## config.mk

```make
export PLATFORM = sky130hd
export DESIGN_NAME = matriz_max7219_tx
export DESIGN_NICKNAME = d
export VERILOG_FILES = /design/src/rtl/matriz_max7219_tx.sv
export SDC_FILE = /design/constraint.sdc
export NUM_CORES = 1
export LEC_CHECK = 0
export ABC_CLOCK_PERIOD_IN_PS = 6050
export CORE_AREA = 2 2 126 97
export DETAILED_ROUTE_END_ITERATION = 8
export DIE_AREA = 0 0 128 99
export PLACE_DENSITY = 0.67
export REMOVE_ABC_BUFFERS = 1
export SYNTH_ARGS = -nofsm -noshare
export SYNTH_HDL_FRONTEND = slang
export SYNTH_SLANG_ARGS = --single-unit
export TNS_END_PERCENT = 5
```

## constraint.sdc

```tcl
create_clock -name MatrizTx_CLOCK_50 -period 6.05 [get_ports MatrizTx_CLOCK_50]
set_clock_uncertainty 0.2 [all_clocks]
set_input_delay 0.605 -clock MatrizTx_CLOCK_50 [delete_from_list [all_inputs] [get_ports MatrizTx_CLOCK_50]]
set_output_delay 0.605 -clock MatrizTx_CLOCK_50 [all_outputs]
set_load 0.02 [all_outputs]
```

## src/rtl/matriz_max7219_tx.sv

```systemverilog
// Streams the MAX7219 init words, then refreshes the eight digit registers from a
// per-pass snapshot of the row inputs over the DIN/CLK/LOAD serial interface.
module matriz_max7219_tx #(
  parameter int unsigned DATAWIDTH = 8,
  parameter int unsigned CLK_DIV   = 4,
  parameter logic [3:0]  INTENSITY = 4'h8
) (
  input  logic                 MatrizTx_CLOCK_50,
  input  logic                 MatrizTx_RESET_InHigh,
  input  logic [DATAWIDTH-1:0] MatrizTx_Fila1_In,
  input  logic [DATAWIDTH-1:0] MatrizTx_Fila2_In,
  input  logic [DATAWIDTH-1:0] MatrizTx_Fila3_In,
  input  logic [DATAWIDTH-1:0] MatrizTx_Fila4_In,
  input  logic [DATAWIDTH-1:0] MatrizTx_Fila5_In,
  input  logic [DATAWIDTH-1:0] MatrizTx_Fila6_In,
  input  logic [DATAWIDTH-1:0] MatrizTx_Fila7_In,
  input  logic [DATAWIDTH-1:0] MatrizTx_Fila8_In,
  output logic                 MatrizTx_DIN_Out,
  output logic                 MatrizTx_SCLK_Out,
  output logic                 MatrizTx_LOAD_Out,
  output logic                 MatrizTx_Ready_Out,
  output logic                 MatrizTx_PassDone_Out
);

  localparam int unsigned CntW = (CLK_DIV > 1) ? $clog2(CLK_DIV) : 1;

  typedef enum logic [2:0] {StInitFrame, StInitGap, StSnap, StRowFrame, StRowGap} state_e;

  state_e                state_q, state_d;
  logic [CntW-1:0]       tick_cnt_q, tick_cnt_d;
  logic [5:0]            h_q, h_d, h_inc;
  logic                  started_q, started_d;
  logic [3:0]            idx_q, idx_d;
  logic [15:0]           sh_q, sh_d, word;
  logic                  din_q, din_d, sclk_q, sclk_d, load_q, load_d;
  logic                  ready_q, ready_d, pass_done_q, pass_done_d;
  logic [DATAWIDTH-1:0]  shadow_q [8];
  logic [DATAWIDTH-1:0]  shadow_d [8];
  logic [DATAWIDTH-1:0]  fila [8];
  logic                  tick, in_frame, in_gap, frame_end;
  logic [2:0]            row_sel;

  assign fila[0] = MatrizTx_Fila1_In;
  assign fila[1] = MatrizTx_Fila2_In;
  assign fila[2] = MatrizTx_Fila3_In;
  assign fila[3] = MatrizTx_Fila4_In;
  assign fila[4] = MatrizTx_Fila5_In;
  assign fila[5] = MatrizTx_Fila6_In;
  assign fila[6] = MatrizTx_Fila7_In;
  assign fila[7] = MatrizTx_Fila8_In;

  assign tick      = (tick_cnt_q == CntW'(CLK_DIV - 1));
  assign in_frame  = (state_q == StInitFrame) || (state_q == StRowFrame);
  assign in_gap    = (state_q == StInitGap) || (state_q == StRowGap);
  assign h_inc     = h_q + 6'd1;
  assign frame_end = in_frame && tick && started_q && (h_inc == 6'd32);
  assign row_sel   = 3'(idx_q - 4'd1);

  always_comb begin
    word = 16'h0F00;
    if (state_q == StRowFrame) begin
      word = {4'h0, idx_q, shadow_q[row_sel]};
    end else begin
      case (idx_q)
        4'd0:    word = 16'h0C01;
        4'd1:    word = 16'h0900;
        4'd2:    word = 16'h0B07;
        4'd3:    word = {8'h0A, 4'h0, INTENSITY};
        default: word = 16'h0F00;
      endcase
    end
  end

  always_ff @(posedge MatrizTx_CLOCK_50) begin
    if (MatrizTx_RESET_InHigh) begin
      state_q     <= StInitFrame;
      tick_cnt_q  <= '0;
      h_q         <= '0;
      started_q   <= 1'b0;
      idx_q       <= '0;
      sh_q        <= '0;
      din_q       <= 1'b0;
      sclk_q      <= 1'b0;
      load_q      <= 1'b1;
      ready_q     <= 1'b0;
      pass_done_q <= 1'b0;
      for (int i = 0; i < 8; i++) shadow_q[i] <= '0;
    end else begin
      state_q     <= state_d;
      tick_cnt_q  <= tick_cnt_d;
      h_q         <= h_d;
      started_q   <= started_d;
      idx_q       <= idx_d;
      sh_q        <= sh_d;
      din_q       <= din_d;
      sclk_q      <= sclk_d;
      load_q      <= load_d;
      ready_q     <= ready_d;
      pass_done_q <= pass_done_d;
      for (int i = 0; i < 8; i++) shadow_q[i] <= shadow_d[i];
    end
  end

  always_comb begin
    state_d = state_q;
    unique case (state_q)
      StInitFrame: if (frame_end) state_d = StInitGap;
      StInitGap:   if (tick) state_d = (idx_q == 4'd4) ? StSnap : StInitFrame;
      StSnap:      state_d = StRowFrame;
      StRowFrame:  if (frame_end) state_d = StRowGap;
      StRowGap:    if (tick) state_d = (idx_q == 4'd8) ? StSnap : StRowFrame;
      default:     state_d = StInitFrame;
    endcase
  end

  always_comb begin
    tick_cnt_d  = tick ? '0 : tick_cnt_q + CntW'(1);
    h_d         = h_q;
    started_d   = started_q;
    idx_d       = idx_q;
    sh_d        = sh_q;
    din_d       = din_q;
    sclk_d      = sclk_q;
    load_d      = load_q;
    ready_d     = ready_q;
    pass_done_d = 1'b0;
    for (int i = 0; i < 8; i++) shadow_d[i] = shadow_q[i];

    if (state_q == StSnap) begin
      // Tick phase freezes here so the snapshot costs exactly one system cycle.
      tick_cnt_d = tick_cnt_q;
      idx_d      = 4'd1;
      for (int i = 0; i < 8; i++) shadow_d[i] = fila[i];
    end else if (in_frame && tick) begin
      if (!started_q) begin
        started_d = 1'b1;
        h_d       = '0;
        load_d    = 1'b0;
        sclk_d    = 1'b0;
        din_d     = word[15];
        sh_d      = {word[14:0], 1'b0};
      end else begin
        h_d = h_inc;
        if (h_inc[0]) begin
          sclk_d = 1'b1;
        end else if (frame_end) begin
          sclk_d    = 1'b0;
          load_d    = 1'b1;
          started_d = 1'b0;
          if (state_q == StInitFrame && idx_q == 4'd4) ready_d = 1'b1;
          if (state_q == StRowFrame && idx_q == 4'd8) pass_done_d = 1'b1;
        end else begin
          sclk_d = 1'b0;
          din_d  = sh_q[15];
          sh_d   = {sh_q[14:0], 1'b0};
        end
      end
    end else if (in_gap && tick) begin
      load_d = 1'b1;
      sclk_d = 1'b0;
      din_d  = 1'b0;
      idx_d  = idx_q + 4'd1;
    end
  end

  assign MatrizTx_DIN_Out      = din_q;
  assign MatrizTx_SCLK_Out     = sclk_q;
  assign MatrizTx_LOAD_Out     = load_q;
  assign MatrizTx_Ready_Out    = ready_q;
  assign MatrizTx_PassDone_Out = pass_done_q;

endmodule

```

; ---- Word-level counts from Yosys, hierarchy flattened
; Memories as Yosys holds them, arrays and structs flattened.
; Index checks and enable logic that the tools add are counted.
[word_totals]
reg_bits = 37
mem_bits_rw = 64
inputBits = 66
output_inout_bits = 5
wordCells = 122
memories = 1
[memory_table]
columns = name, depth, width, read_ports, rd_ports_with_merged_regs, wr, line_no
row1 = shadow_q, 8, 8, 1, 0, 8, 37  ; logic [DATAWIDTH-1:0] shadow_q [8];
[classes]
add_sub_neg = 4
eq_ne = 22
n_mux = 46
bitwise_logic = 13
reduce_logical = 24
[ops]
columns = op, n
row1 = 64-bit two-way mux, 1
row2 = 8-bit two-way mux, 8
row3 = 16-bit two-way mux, 3
row4 = 11-bit case mux with 4 select lines, 1
row5 = 1-bit two-way mux, 24
row6 = 4-bit AND reduction, 4
row7 = 3-bit case mux with 5 select lines, 1
row8 = 2-bit != test (second input constant), 7
row9 = 12-bit two-way mux, 1
row10 = 3-bit two-way mux, 4
row11 = 2-bit AND reduction, 5
row12 = 3-bit != test (second input constant), 3
row13 = 4-bit by 2-bit == test with 1-bit output (second input constant), 2
row14 = 1-bit bitwise OR, 8
row15 = 6-bit by 1-bit adder with 6-bit output (second input constant), 1
row16 = 3-bit by 2-bit == test with 1-bit output (second input constant), 2
row17 = 6-bit == test (second input constant), 1
row18 = 1-bit logical AND, 6
row19 = 6-bit two-way mux, 1
row20 = 6-bit AND reduction, 1
row21 = 6-bit OR reduction, 1
row22 = 1-bit NOT, 5
row23 = 4-bit by 1-bit adder with 4-bit output (second input constant), 1
row24 = 4-bit by 1-bit == test with 1-bit output (second input constant), 1
row25 = other kinds (14), 17

; ---- Logic depth before layout (Yosys ltp)
; Gate-level depths: netlist of run 1.
[depth]
ltp_word = 9
ltp_mapped = 11
ltp_nobuf = 7

; ---- Worst setup path before layout of run 1
; Ideal clock, no wire load.
[synth_timing]
path_type = reg2reg
startpoint = register idx_q[0]
endpoint = register sh_q[8]
setup_ns = 0.134
arrival_time_ns = 2.341
required_ns = 5.716
slack_ns = 3.375
path_stages_with_launch = 12
n_path_buf = 4
synth_period_minus_slack_ns = 2.675
path_cell_list = dfxtp_1 > buf_2 > buf_1 > inv_1 > ha_1 > buf_4 > xor2_1 > buf_4 > a2111oi_0 > a31oi_1 > a32oi_1 > a211oi_1
[synth_via]
elab_chain_len = 4
[synth_rtl]
columns = element, line_no
row1 = "start, declared", 33  ; logic [3:0] idx_q, idx_d;
row2 = "start signal, assigned", 93  ; idx_q <= idx_d;
row3 = 3-bit by 1-bit subtractor with 3-bit output, 57  ; assign row_sel = 3'(idx_q - 4'd1);
row4 = memory read 8 x 8 bit, n/a
row5 = 12-bit two-way mux, 61  ; if (state_q == StRowFrame) begin
row6 = 16-bit two-way mux, 135  ; if (!started_q) begin
row7 = "end signal, assigned", 81  ; sh_q <= '0;
row8 = "end signal, assigned", 94  ; sh_q <= sh_d;
row9 = "end, declared", 34  ; logic [15:0] sh_q, sh_d, word;
; No other way between the ends.
; A chain may end at the register's enable or synchronous reset.

; ---- Worst setup path after layout of run 1
[layout_timing]
startpoint = register idx_q[0]
endpoint = register sh_q[6]
; Same word-level chain as after synthesis.

==> run metrics, run 1 <==
status complete, no violations; DP Wirelength 7040 um; DRT Pass-1 Iters 4; met3 wire len 569 um; GP Congestion 0.835; Crit. End Element flop; met1 WL 5330 um; mean area per synthesized cell 10.9 um^2; most frequent cells in the layout clkdlybuf4s50_1 (69), edfxtp_1 (64), and2_1 (48), dfxtp_1 (36), nand2_1 (31); starting density of the core 0.444; f_max 249 MHz; synth top area cells edfxtp_1 (38%), dfxtp_1 (14%), and2_1 (5.9%); post-route ant nets 0; final setup vio count 0; worst min-delay path class flop to flop; root buf cell clkbuf_16; core area about 11000 um^2; Pwr Density 282 nW/um^2; Synth Warn # 0; row count 34; Met2 Wirelength ~4600 um; Longest Clk Path Bufs 2; total track usage 0.180; CTS tree yes; leakage dissipation between 2 and 2.5 nW; Max Cap Viol 0; Combinational Power Share 0.175; post-synthesis async set-or-reset flop share 0; Gate Count Post-Synth 466; first-pass GRT wire length 17900 um; Max VDD drop 0.146 mV; GRT overflow 0; fillers 1002; initial antenna violation count 0; Synth top area share 0.380; Die Width 128 um; Area after DPL 5790 um^2; Setup Fix Bufs, Post-CTS 0; CTS H-tree depth 3; RSZ-0062 raised after global routing no; Int Power 1.25 mW; final slew viol count 0; Synth area leader edfxtp_1; Most used DFF post-synth edfxtp_1; clock power share 0.344; Tcrit/Tclk final 0.665; largest net degree at the start of global routing 68; setup tns final 0 ns; Die ar. 12700 um^2; Vias per Instance about 5.5; Total Routed Length 10600 um; drt drc 0; uppermost layer routed met4; EDFF count, synth 64; cell area after layout between 6000 and 7000 um^2; Die Ht ~100 um; most common cell after layout, fill and taps aside clkdlybuf4s50_1; final count of hold timing violations 0; initial drt markers 248; Period minus WS final 4.02 ns; Syn-to-layout area delta 20.5%; vias in the first global route 3655; critical path type flop to flop; Distinct cells, synth 65; Slew @ Worst Pin between 1 and 1.5 ns; CTS clk-pin slew, worst paths 0.07 ns; CTS sink count 100; CP Max Fanout 31; Psw 0.466 mW; required time worst endpoint 6.06 ns; via count 3649; area of the multi-input gates approximately 2200 um^2; Net count, final 590; Seq pwr share 0.482; final core occ 0.535; clk_lat worst skew between 0.3 and 0.4 ns; per-cell routed wire length between 15 and 20 um; sequential area share after synthesis 0.522; CP Launch Type flop; Cell Area, Synth 5060 um^2; Sw Ratio 0.271; Arrival @ worst endpoint 4.03 ns; I/O pins 71; Seq. cell area 2640 um^2; cts bufs inserted 9; Yosys reg bits 100; # diodes 0; I/O Buffers 70; CTS Hold Bufs 0; relative slew slack 0.268; layout cells sized above 1 0.0785; post_cts resized 0
[metal layers]
layer | vias up | global-route usage
met4 | 0 | 0.0448
li1 | 1827 | -
met3 | 7 | 0.0516
met1 | 1710 | 0.257
met5 | - | 0
met2 | 105 | 0.273
[registers in the layout, indices dropped and copies added (netlist names)]
name / flops
h_q: 6
MatrizTx_PassDone_Out: 1
MatrizTx_Ready_Out: 1
sh_q: 15
started_q: 1
MatrizTx_SCLK_Out: 1
shadow_q: 64
MatrizTx_DIN_Out: 1
idx_q: 4
state_q: 3
MatrizTx_LOAD_Out: 1
tick_cnt_q: 2
[cells in the mapped netlist, types with 10 or more instances]
cell type,n
buf_2,13
nor3_1,18
mux2i_1,24
a21oi_1,21
nor2b_1,24
clkbuf_1,10
edfxtp_1,64
and2_1,48
nor2_1,20
nand2_1,31
a31oi_1,14
nand3_1,19
dfxtp_1,36
o21ai_0,11
[per-stage QoR]
stage	power (mW)	cells	hold WS (ns)	setup slack, ns
after floorplan	1.03	432	0.230	2.81
after global placement	1.13	650	0.243	2.34
after detailed placement	1.14	650	0.255	2.05
after CTS	1.74	666	0.265	2.01
after global routing	1.80	666	0.284	1.71
final	1.72	666	0.262	2.03
[power by group through the flow]
stage          registers, mW  clock network, mW  logic [mW]
6_report               0.827              0.590       0.300
5_1_grt                0.835              0.631       0.334
4_1_cts                0.827              0.605       0.303
3_5_place_dp           0.841                  0       0.301
3_3_place_gp           0.842                  0       0.289
2_1_floorplan          0.827                  0       0.199
[path summary, 6_finish.rpt]
check                                   from                         end  slack [ns]  depth (start not counted)
setup / recovery       idx_q[0]$_SDFFE_PP0P_        sh_q[6]$_SDFFE_PP0P_        2.03                          8
hold / removal    tick_cnt_q[1]$_SDFFE_PP0N_  tick_cnt_q[1]$_SDFFE_PP0N_        0.26                          2
setup reg to reg       idx_q[0]$_SDFFE_PP0P_        sh_q[6]$_SDFFE_PP0P_        2.03                          8
hold reg to reg   tick_cnt_q[1]$_SDFFE_PP0N_  tick_cnt_q[1]$_SDFFE_PP0N_        0.26                          2
[worst max-delay path, stage by stage (launching register included)]
cell and delay [ns]:
dfxtp_1 1.04, inv_1 0.24, ha_1 0.99, buf_4 0.39, nor2b_1 0.09, a2111oi_0 0.44, a31oi_1 0.09, a32oi_1 0.28
a211oi_1 0.10
[area by class of cell]
cell class,count,area share
tap,144,0.0296
clock buffer,9,0.0370
timing repair buffer,74,0.119
inverter,6,0.00370
multi-input combinational,326,0.364
clock inverter,7,0.0135
sequential,100,0.434
[logic make-up (layout without fill, tap and decap cells)]
group,count (synthesis),count (layout),synth area share
AND/OR/NAND/NOR,192,192,0.214
flip-flops,100,100,0.522
AO/OA/AOI/OAI,92,92,0.131
buffers and inverters,40,96,0.0408
multiplexers,26,26,0.0564
XOR/XNOR,9,9,0.0185
adder cells (fa/ha/maj),7,7,0.0173
No activity file was read; power rests on OpenSTA's default activity.
==> run 2: changes to the inputs <==
--- a/config.mk
+++ b/config.mk
@@ -5,7 +5,7 @@
 export SDC_FILE = /design/constraint.sdc
 export NUM_CORES = 1
 export LEC_CHECK = 0
-export ABC_CLOCK_PERIOD_IN_PS = 6050
+export ABC_CLOCK_PERIOD_IN_PS = 4100
 export CORE_AREA = 2 2 126 97
 export DETAILED_ROUTE_END_ITERATION = 8
 export DIE_AREA = 0 0 128 99
==> constraint.sdc (replaced) <==
create_clock -name MatrizTx_CLOCK_50 -period 4.1 [get_ports MatrizTx_CLOCK_50]
set_clock_uncertainty 0.2 [all_clocks]
set_input_delay 0.41 -clock MatrizTx_CLOCK_50 [delete_from_list [all_inputs] [get_ports MatrizTx_CLOCK_50]]
set_output_delay 0.41 -clock MatrizTx_CLOCK_50 [all_outputs]
set_load 0.02 [all_outputs]
==> run 2 against run 1 <==
Against the previous run: cell area is 0.21% higher; hold slack better by 0.0025 ns; die area stayed put; combinational power is 59% higher; sequential cell count stayed put; fmax is 31% higher; register-to-register slack worse by 1.0 ns.
==> run metrics, run 2 (synthesized netlist as in run 1, its figures left out) <==
status complete, no violations (unchanged); total track usage 0.177 (was 0.180); CTS Hold Bufs 0 (unchanged); Biggest register shadow_q (unchanged); most common cell after layout, fill and taps aside clkdlybuf4s50_1 (unchanged); Final Power 2.50 mW (was 1.72 mW); clk_lat worst skew 0.34 ns (was 0.35 ns); Tcrit/Tclk final 0.749 (was 0.665); largest net degree at the start of global routing 68 (unchanged); relative slew slack 0.328 (was 0.268); Int Power 1.80 mW (was 1.25 mW); Die Ht 99 um (unchanged); fillers 985 (was 1002); Sw Ratio 0.280 (was 0.271); drt drc 0 (unchanged); setup tns final 0 ns (unchanged); Max Cap Viol 0 (unchanged); core area 11400 um^2 (unchanged); starting density of the core 0.444 (unchanged); Period minus WS final 3.07 ns (was 4.02 ns); CP Launch Type flop (unchanged); critical path type flop to flop (unchanged); cts bufs inserted 9 (unchanged); CTS sink count 100 (unchanged); final slew viol count 0 (unchanged); CTS tree yes (unchanged); CTS clk-pin slew, worst paths 0.07 ns (about the same); f_max 325 MHz (was 249 MHz); post_cts resized 0 (unchanged); Arrival @ worst endpoint 3.14 ns (was 4.03 ns); via count 3698 (was 3649); row count 34 (unchanged); CTS H-tree depth 3 (unchanged); I/O Buffers 70 (unchanged); GRT overflow 0 (unchanged); vias in the first global route 3602 (was 3655); leakage dissipation 2.11 nW (about the same); Seq pwr share 0.479 (was 0.482); clock power share 0.330 (was 0.344); Longest Clk Path Bufs 2 (unchanged); I/O pins 71 (unchanged); per-cell routed wire length 16.1 um (was 16.0 um); final count of hold timing violations 0 (unchanged); GP Congestion 0.846 (was 0.835); Psw 0.699 mW (was 0.466 mW); DRT Pass-1 Iters 4 (unchanged); first-pass GRT wire length 17800 um (was 17900 um); layout cells sized above 1 0.0803 (was 0.0785); Total Routed Length 10700 um (was 10600 um); Slew @ Worst Pin 1.00 ns (was 1.09 ns); final setup vio count 0 (unchanged); Crit. End Element flop (unchanged); max reg flops 64 (unchanged); biggest regs shadow_q: 64 flops, sh_q: 15 flops, h_q: 6 flops (unchanged); Max VDD drop 0.223 mV (was 0.146 mV); RSZ-0062 raised after global routing no (unchanged); DP Wirelength 7270 um (was 7040 um); Die ar. 12700 um^2 (unchanged); # diodes 0 (unchanged); worst min-delay path class flop to flop (unchanged); Die Width 128 um (unchanged); Setup Fix Bufs, Post-CTS 0 (unchanged); Syn-to-layout area delta 20.7% (was 20.5%); required time worst endpoint 4.17 ns (was 6.06 ns); initial drt markers 222 (was 248); R2R Setup Slk 1.03 ns (was 2.03 ns); Combinational Power Share 0.191 (was 0.175); most frequent cells in the layout clkdlybuf4s50_1 (69), edfxtp_1 (64), and2_1 (48), dfxtp_1 (36), nand2_1 (31) (unchanged); CP Max Fanout 31 (unchanged); Vias per Instance 5.54 (was 5.48); Net count, final 591 (was 590); post-route ant nets 0 (unchanged); Pwr Density 409 nW/um^2 (was 282 nW/um^2); initial antenna violation count 0 (unchanged); root buf cell clkbuf_16 (unchanged)
## run 2: path summary, 6_finish.rpt
| path | startpoint | end | depth (start not counted) |
|---|---|---|---|
| min reg2reg | tick_cnt_q[1]$_SDFFE_PP0N_ | tick_cnt_q[1]$_SDFFE_PP0N_ | 2 |
| min | tick_cnt_q[1]$_SDFFE_PP0N_ | tick_cnt_q[1]$_SDFFE_PP0N_ | 2 |
| max reg2reg | idx_q[0]$_SDFFE_PP0P_ | sh_q[7]$_SDFFE_PP0P_ | 8 |
| max | idx_q[0]$_SDFFE_PP0P_ | sh_q[7]$_SDFFE_PP0P_ | 8 |
## run 2: worst max-delay path, cell delays in order, from the launching register on
cell and delay (ns):
dfxtp_1 0.32, buf_4 0.31, inv_1 0.15, ha_1 0.35, xor2_1 0.83, a2111oi_0 0.20
a31oi_1 0.24, a32oi_1 0.14, a211oi_1 0.26
## run 2: power groups by stage
stage	clock (mW)	sequential (mW)	combinational (mW)
floorplan	0	1.22	0.294
global placement	0	1.22	0.460
detailed placement	0	1.22	0.479
CTS	0.840	1.20	0.481
global route	0.875	1.21	0.528
finish	0.825	1.20	0.477
## run 2: cell type report
cell class	instances	area, um^2	area share
Sequential cell	100	2640	0.433
Tap cell	144	180	0.0295
Multi-Input combinational cell	326	2220	0.363
Clock buffer	9	225	0.0369
Inverter	6	22.5	0.00369
Timing Repair Buffer	75	758	0.124
Clock inverter	7	62.6	0.0102
## run 2: per-stage QoR
stage	hold WS (ns)	setup slack, ns	cells	util	area, um^2
final	0.265	1.03	667	0.536	6110
after global routing	0.293	0.787	667	0.536	6110
after CTS	0.262	1.03	667	0.536	6110
after detailed placement	0.252	1.04	651	0.510	5820
after global placement	0.243	1.25	651	0.510	5820
after floorplan	0.230	0.856	432	-	4880
## run 2: metal layers
metal  vias to the layer above  GRT usage  share of wire
li1                       1834          -              -
met1                      1741      0.251           0.49
met2                       116      0.275           0.45
met3                         7     0.0418          0.060
met4                         0     0.0423         0.0053
met5                         -          0              0
==> run 3: changes to the inputs <==
--- a/config.mk
+++ b/config.mk
@@ -5,11 +5,11 @@
 export SDC_FILE = /design/constraint.sdc
 export NUM_CORES = 1
 export LEC_CHECK = 0
-export ABC_CLOCK_PERIOD_IN_PS = 4100
+export ABC_CLOCK_PERIOD_IN_PS = 2760
 export CORE_AREA = 2 2 126 97
 export DETAILED_ROUTE_END_ITERATION = 8
 export DIE_AREA = 0 0 128 99
-export PLACE_DENSITY = 0.67
+export PLACE_DENSITY = 0.7
 export REMOVE_ABC_BUFFERS = 1
 export SYNTH_ARGS = -nofsm -noshare
 export SYNTH_HDL_FRONTEND = slang
==> constraint.sdc (replaced) <==
create_clock -name MatrizTx_CLOCK_50 -period 2.76 [get_ports MatrizTx_CLOCK_50]
set_clock_uncertainty 0.2 [all_clocks]
set_input_delay 0.276 -clock MatrizTx_CLOCK_50 [delete_from_list [all_inputs] [get_ports MatrizTx_CLOCK_50]]
set_output_delay 0.276 -clock MatrizTx_CLOCK_50 [all_outputs]
set_load 0.02 [all_outputs]
==> run 3 against run 2 <==
Against the previous run: largest power group unchanged; sequential power grew 47%; worst setup slack lost 0.64 ns; largest cell class unchanged; core utilization grew 0.31 points; critical endpoint unchanged; cell count grew 1.5%.
==> run metrics, run 3 (synthesized netlist as in run 1, its figures left out) <==
required time worst endpoint 2.78 ns (was 4.17 ns); Crit path buffers/inverters 2 (unchanged); CP Max Fanout 25 (was 31); row count 34 (unchanged); first-pass GRT wire length 17900 um (was 17800 um); largest net degree at the start of global routing 68 (unchanged); max reg flops 64 (unchanged); CP Launch Type flop (unchanged); worst min-delay path class input pin to flop (was flop to flop); Final Worst Setup Slack 0.386 ns (was 1.03 ns); final count of hold timing violations 0 (unchanged); Vias per Instance 5.45 (was 5.54); total track usage 0.180 (was 0.177); Die ar. 12700 um^2 (unchanged); Slowest Stage Delay on Critical Path 0.47 ns (was 0.83 ns); DRT Pass-1 Iters 4 (unchanged); CP Capture Point sh_q[7]$_SDFFE_PP0P_ (unchanged); Max VDD drop 0.327 mV (was 0.223 mV); CP cell instances inv_1 > ha_1 > buf_12 > nor2b_1 > a2111oi_0 > a31oi_1 > a32oi_1 > a211oi_1 (was buf_4 > inv_1 > ha_1 > xor2_1 > a2111oi_0 > a31oi_1 > a32oi_1 > a211oi_1); I/O pins 71 (unchanged); Max Cap Viol 0 (unchanged); per-cell routed wire length 15.8 um (was 16.1 um); Pwr Density 591 nW/um^2 (was 409 nW/um^2); final slew viol count 0 (unchanged); R2R Setup Slk 0.39 ns (was 1.03 ns); Slew @ Worst Pin 0.832 ns (was 1.00 ns); CTS clk-pin slew, worst paths 0.07 ns (about the same); Total Routed Length 10700 um (about the same); Arrival @ worst endpoint 2.39 ns (was 3.14 ns); drt drc 0 (unchanged); Biggest register shadow_q (unchanged); relative slew slack 0.446 (was 0.328); Slowest cell on crit path ha_1 (was xor2_1); DP Wirelength 7350 um (was 7270 um); Longest Clk Path Bufs 2 (unchanged); # diodes 0 (unchanged); CTS tree yes (unchanged); core area 11400 um^2 (unchanged); Die Ht 99 um (unchanged); critical path's top delay family compound AO/OA/AOI/OAI gates (unchanged); GP Congestion 0.884 (was 0.846); CTS sink count 100 (unchanged); critical path type flop to flop (unchanged); leakage dissipation 2.14 nW (was 2.11 nW); RSZ-0062 raised after global routing no (unchanged); Crit. End Element flop (unchanged); f_max 421 MHz (was 325 MHz); I/O Buffers 70 (unchanged); most common cell after layout, fill and taps aside clkdlybuf4s50_1 (unchanged); vias in the first global route 3600 (was 3602); post-route ant nets 0 (unchanged); Critical Path Start idx_q[1]$_SDFFE_PP0P_ (was idx_q[0]$_SDFFE_PP0P_); initial drt markers 260 (was 222); Period minus WS final 2.37 ns (was 3.07 ns); starting density of the core 0.444 (unchanged); Worst path depth 8 (unchanged); Setup Fix Bufs, Post-CTS 0 (unchanged); Net count, final 601 (was 591); status complete, no violations (unchanged); setup tns final 0 ns (unchanged); post_cts resized 0 (unchanged); initial antenna violation count 0 (unchanged); layout cells sized above 1 0.0901 (was 0.0803); cts bufs inserted 9 (unchanged); pre-CTS setup slack 0.400 ns (was 1.04 ns); GRT overflow 0 (unchanged); root buf cell clkbuf_16 (unchanged); via count 3693 (was 3698); Die Width 128 um (unchanged); FF-to-FF End sh_q[7]$_SDFFE_PP0P_ (unchanged); worst r2r src idx_q[1]$_SDFFE_PP0P_ (was idx_q[0]$_SDFFE_PP0P_); FF-to-FF path depth 8 (unchanged); biggest regs shadow_q: 64 flops, sh_q: 15 flops, h_q: 6 flops (unchanged); CTS Hold Bufs 0 (unchanged); CTS H-tree depth 3 (unchanged); Syn-to-layout area delta 21.4% (was 20.7%); final setup vio count 0 (unchanged); clk_lat worst skew 0.34 ns (about the same); Tcrit/Tclk final 0.860 (was 0.749); most frequent cells in the layout clkdlybuf4s50_1 (69), edfxtp_1 (64), and2_1 (48), dfxtp_1 (36), nand2_1 (31) (unchanged)
==> run 3: final cells by class <==
type,instances,area [um^2]
fillers,1024,5260
flip-flops and latches,100,2640
multi-input cells,326,2220
repair buffers,85,821
clock buffers,10,229
well taps,144,180
clock inverters,6,31.3
inverters,6,22.5
==> run 3: routing by layer <==
metal / wire, um / GRT usage / vias up / part of all wire
met5: 0 / 0 / - / 0
met4: 82 / 0.0507 / 0 / 0.0076
met3: 617 / 0.0440 / 7 / 0.058
met2: 4690 / 0.265 / 95 / 0.44
met1: 5340 / 0.264 / 1752 / 0.50
li1: - / - / 1839 / -
==> run 3: how the worst min path moves through the flow <==
stage | from | endpoint | slack [ns] | cells past startpoint
finish | MatrizTx_RESET_InHigh | h_q[3]$_SDFFE_PP0P_ | 0.22 | 3
global route | MatrizTx_RESET_InHigh | h_q[4]$_SDFFE_PP0P_ | 0.23 | 3
CTS | MatrizTx_RESET_InHigh | h_q[3]$_SDFFE_PP0P_ | 0.22 | 3
detailed placement | tick_cnt_q[1]$_SDFFE_PP0N_ | tick_cnt_q[1]$_SDFFE_PP0N_ | 0.25 | 2
global placement | tick_cnt_q[1]$_SDFFE_PP0N_ | tick_cnt_q[1]$_SDFFE_PP0N_ | 0.24 | 2
floorplan | MatrizTx_RESET_InHigh | state_q[0]$_SDFFE_PP0P_ | 0.14 | 1
==> run 3: worst min-delay path, delay by kind of cell <==
kind                   cells  cell delay (ns)
buffers and inverters      2             0.34
AND/OR/NAND/NOR            1             0.11
==> run 3: where the power goes <==
group          total (mW)  switching, mW  internal (mW)
registers            1.76         0.0404           1.72
clock network        1.12          0.520          0.599
logic               0.754          0.414          0.340
==> run 3: stage by stage <==
stage | instance area, um^2 | std cells | power (mW) | util | hold slack, ns
finish | 6140 | 677 | 3.63 | 0.539 | 0.224
global route | 6140 | 677 | 3.80 | 0.539 | 0.235
global placement | 5880 | 661 | 2.53 | 0.516 | 0.244
CTS | 6140 | 677 | 3.66 | 0.539 | 0.219
floorplan | 4880 | 432 | 2.25 | - | 0.138
detailed placement | 5880 | 661 | 2.54 | 0.516 | 0.253
==> edit: new RTL, flow settings as in run 2 <==
One comparison of `idx_q` changes from == to >=.
--- a/src/rtl/matriz_max7219_tx.sv
+++ b/src/rtl/matriz_max7219_tx.sv
@@ -147,7 +147,7 @@
           sclk_d    = 1'b0;
           load_d    = 1'b1;
           started_d = 1'b0;
-          if (state_q == StInitFrame && idx_q == 4'd4) ready_d = 1'b1;
+          if (state_q == StInitFrame && idx_q >= 4'd4) ready_d = 1'b1;
           if (state_q == StRowFrame && idx_q == 4'd8) pass_done_d = 1'b1;
         end else begin
           sclk_d = 1'b0;
Formal check against the unedited RTL: no difference found for any inputs over 10 cycles, from zero or initial values and one cycle with MatrizTx_RESET_InHigh high; that may be too few to reach the edited logic, so the function may still have changed.
==> edit against run 2 <==
- cell area down 1.9%
- die area unchanged
- area after synthesis down 2.7%
- first-iteration DRC count down 1.8%
- sequential cell count unchanged
- setup slack better by 150 ps
- power down 11%
- sequential share of layout area up 0.82 points
- wire length down 6.8%
- cell count down 5.4%
==> edit: results (changes against run 2) <==
WP data arrival: 2980 ps (was 3140 ps)
Hold Crit Class: input port to flip-flop (was flip-flop to flip-flop)
Largest regs: shadow_q x64, sh_q x15, h_q x6 (unchanged)
status: finished clean (unchanged)
vias: 3386 (was 3698)
PortBufs: 70 (unchanged)
initial DRC count: 218 (was 222)
H-tree level count: 3 (unchanged)
global-route wire length before repair: 16700 um (was 17800 um)
largest net degree at the start of global routing: 54 (was 68)
number of antenna cells inserted: 0 (unchanged)
synth cell count leaders: edfxtp_1 (64), and2_1 (50), dfxtp_1 (36), nor2_1 (36), nor2b_1 (20) (was edfxtp_1 (64), and2_1 (48), dfxtp_1 (36))
total global routing track utilization: 17.0% (was 17.7%)
post-CTS sizing: 0 (unchanged)
Crit path largest cell delay: 960 ps (was 830 ps)
Slew HR: 35.4% (was 32.8%)
initial antenna violation count: 0 (unchanged)
first drt pass iteration count: 4 (unchanged)
peak supply drop: 227 uV (was 223 uV)
worst skew pair latency: 350 ps
Synth area leaders: edfxtp_1 (39%), dfxtp_1 (15%), and2_1 (6.4%) (was edfxtp_1 (38%), dfxtp_1 (14%), and2_1 (5.9%))
Seq/Total Area, Yosys: 53.7% (was 52.2%)
hpwl dp: 7110 um (was 7270 um)
gp weighted congestion: 0.795 (was 0.846)
DP Worst Slack: 1200 ps (was 1040 ps)
clock-pin slew on the worst setup and hold paths: 70 ps (about the same)
critical-path maximum fanout: 28 (was 31)
leakage power: 2.09 nW (was 2.11 nW)
Synth cell types: 52 (was 65)
Routed WL per cell: 15.8 um (was 16.1 um)
CP max stage cell: dfxtp_1 (was xor2_1)
Max Root-Sink Buffers: 2 (unchanged)
setup bufs post-CTS: 0 (unchanged)
Final #Nets: 556 (was 591)
vias in the first global route: 3323 (was 3602)
share of post-route cells with drive strength above 1: 9.86% (was 8.03%)
Root Buffer: clkbuf_16 (unchanged)
[edit: changes by cell type after synthesis, moves of 5 or more]
cell	delta
mux4_2	+10
nor2_1	+16
a21oi_1	-5
a31oi_1	-6
nand2_1	-12
nand4_1	-6
mux2i_1	-11
[edit: power by group]
group / total (W) / leakage (nW) / internal [W] / switching (W)
Clock: 0.000822 / 0.141 / 0.000428 / 0.000394
Combinational: 0.000288 / 0.999 / 0.000150 / 0.000138
Sequential: 0.00113 / 0.949 / 0.00110 / 0.0000222
[edit: routing by layer]
layer | global-route usage (%) | wire length (um) | share of wire, %
met1 | 24.4 | 4860 | 49
met2 | 25.3 | 4490 | 45
met3 | 4.56 | 535 | 5.4
met4 | 5.33 | 91 | 0.91
met5 | 0 | 0 | 0
[edit: worst max-delay path: cells and delay by family, from the launching register on]
kind | cells | cell delay (ps)
compound gates | 2 | 930
flops | 1 | 960
simple gates | 1 | 230
buf+inv | 1 | 520
[edit: final cells by class]
| type | count | area [um^2] |
|---|---|---|
| Timing Repair Buffer | 76 | 753 |
| Sequential cell | 100 | 2640 |
| Multi-Input combinational cell | 289 | 2100 |
| Inverter | 6 | 22.5 |
| Tap cell | 144 | 180 |
| Clock inverter | 7 | 67.6 |
| Fill cell | 999 | 5410 |
| Clock buffer | 9 | 225 |
[edit: cells by family after synthesis]
family	share of synthesized area, %
simple gates	19.2
flops	53.7
compound gates	11.6
buf+inv	3.76
mux	8.13
xor+xnor	1.60
fa+ha+maj	2.03
[edit: through the flow]
step / instances / utilization [%] / hold WS [ps] / total power [W] / cell area (um^2)
6_report: 631 / 52.6 / 229 / 0.00224 / 5990
3_5_place_dp: 615 / 50.0 / 254 / 0.00144 / 5700
4_1_cts: 631 / 52.6 / 213 / 0.00225 / 5990
2_1_floorplan: 395 / - / 226 / 0.00131 / 4760
3_3_place_gp: 615 / 50.0 / 238 / 0.00143 / 5700
5_1_grt: 631 / 52.6 / 217 / 0.00232 / 5990
[edit: final timing paths]
kind | cells after the start | slack [ps] | endpoint | startpoint
worst max-delay path | 4 | 1180 | sh_q[4] | started_q
worst min-delay path | 2 | 230 | shadow_q[6][6] | MatrizTx_RESET_InHigh
worst max register to register | 4 | 1180 | sh_q[4] | started_q
worst min register to register | 2 | 250 | MatrizTx_DIN_Out | MatrizTx_DIN_Out
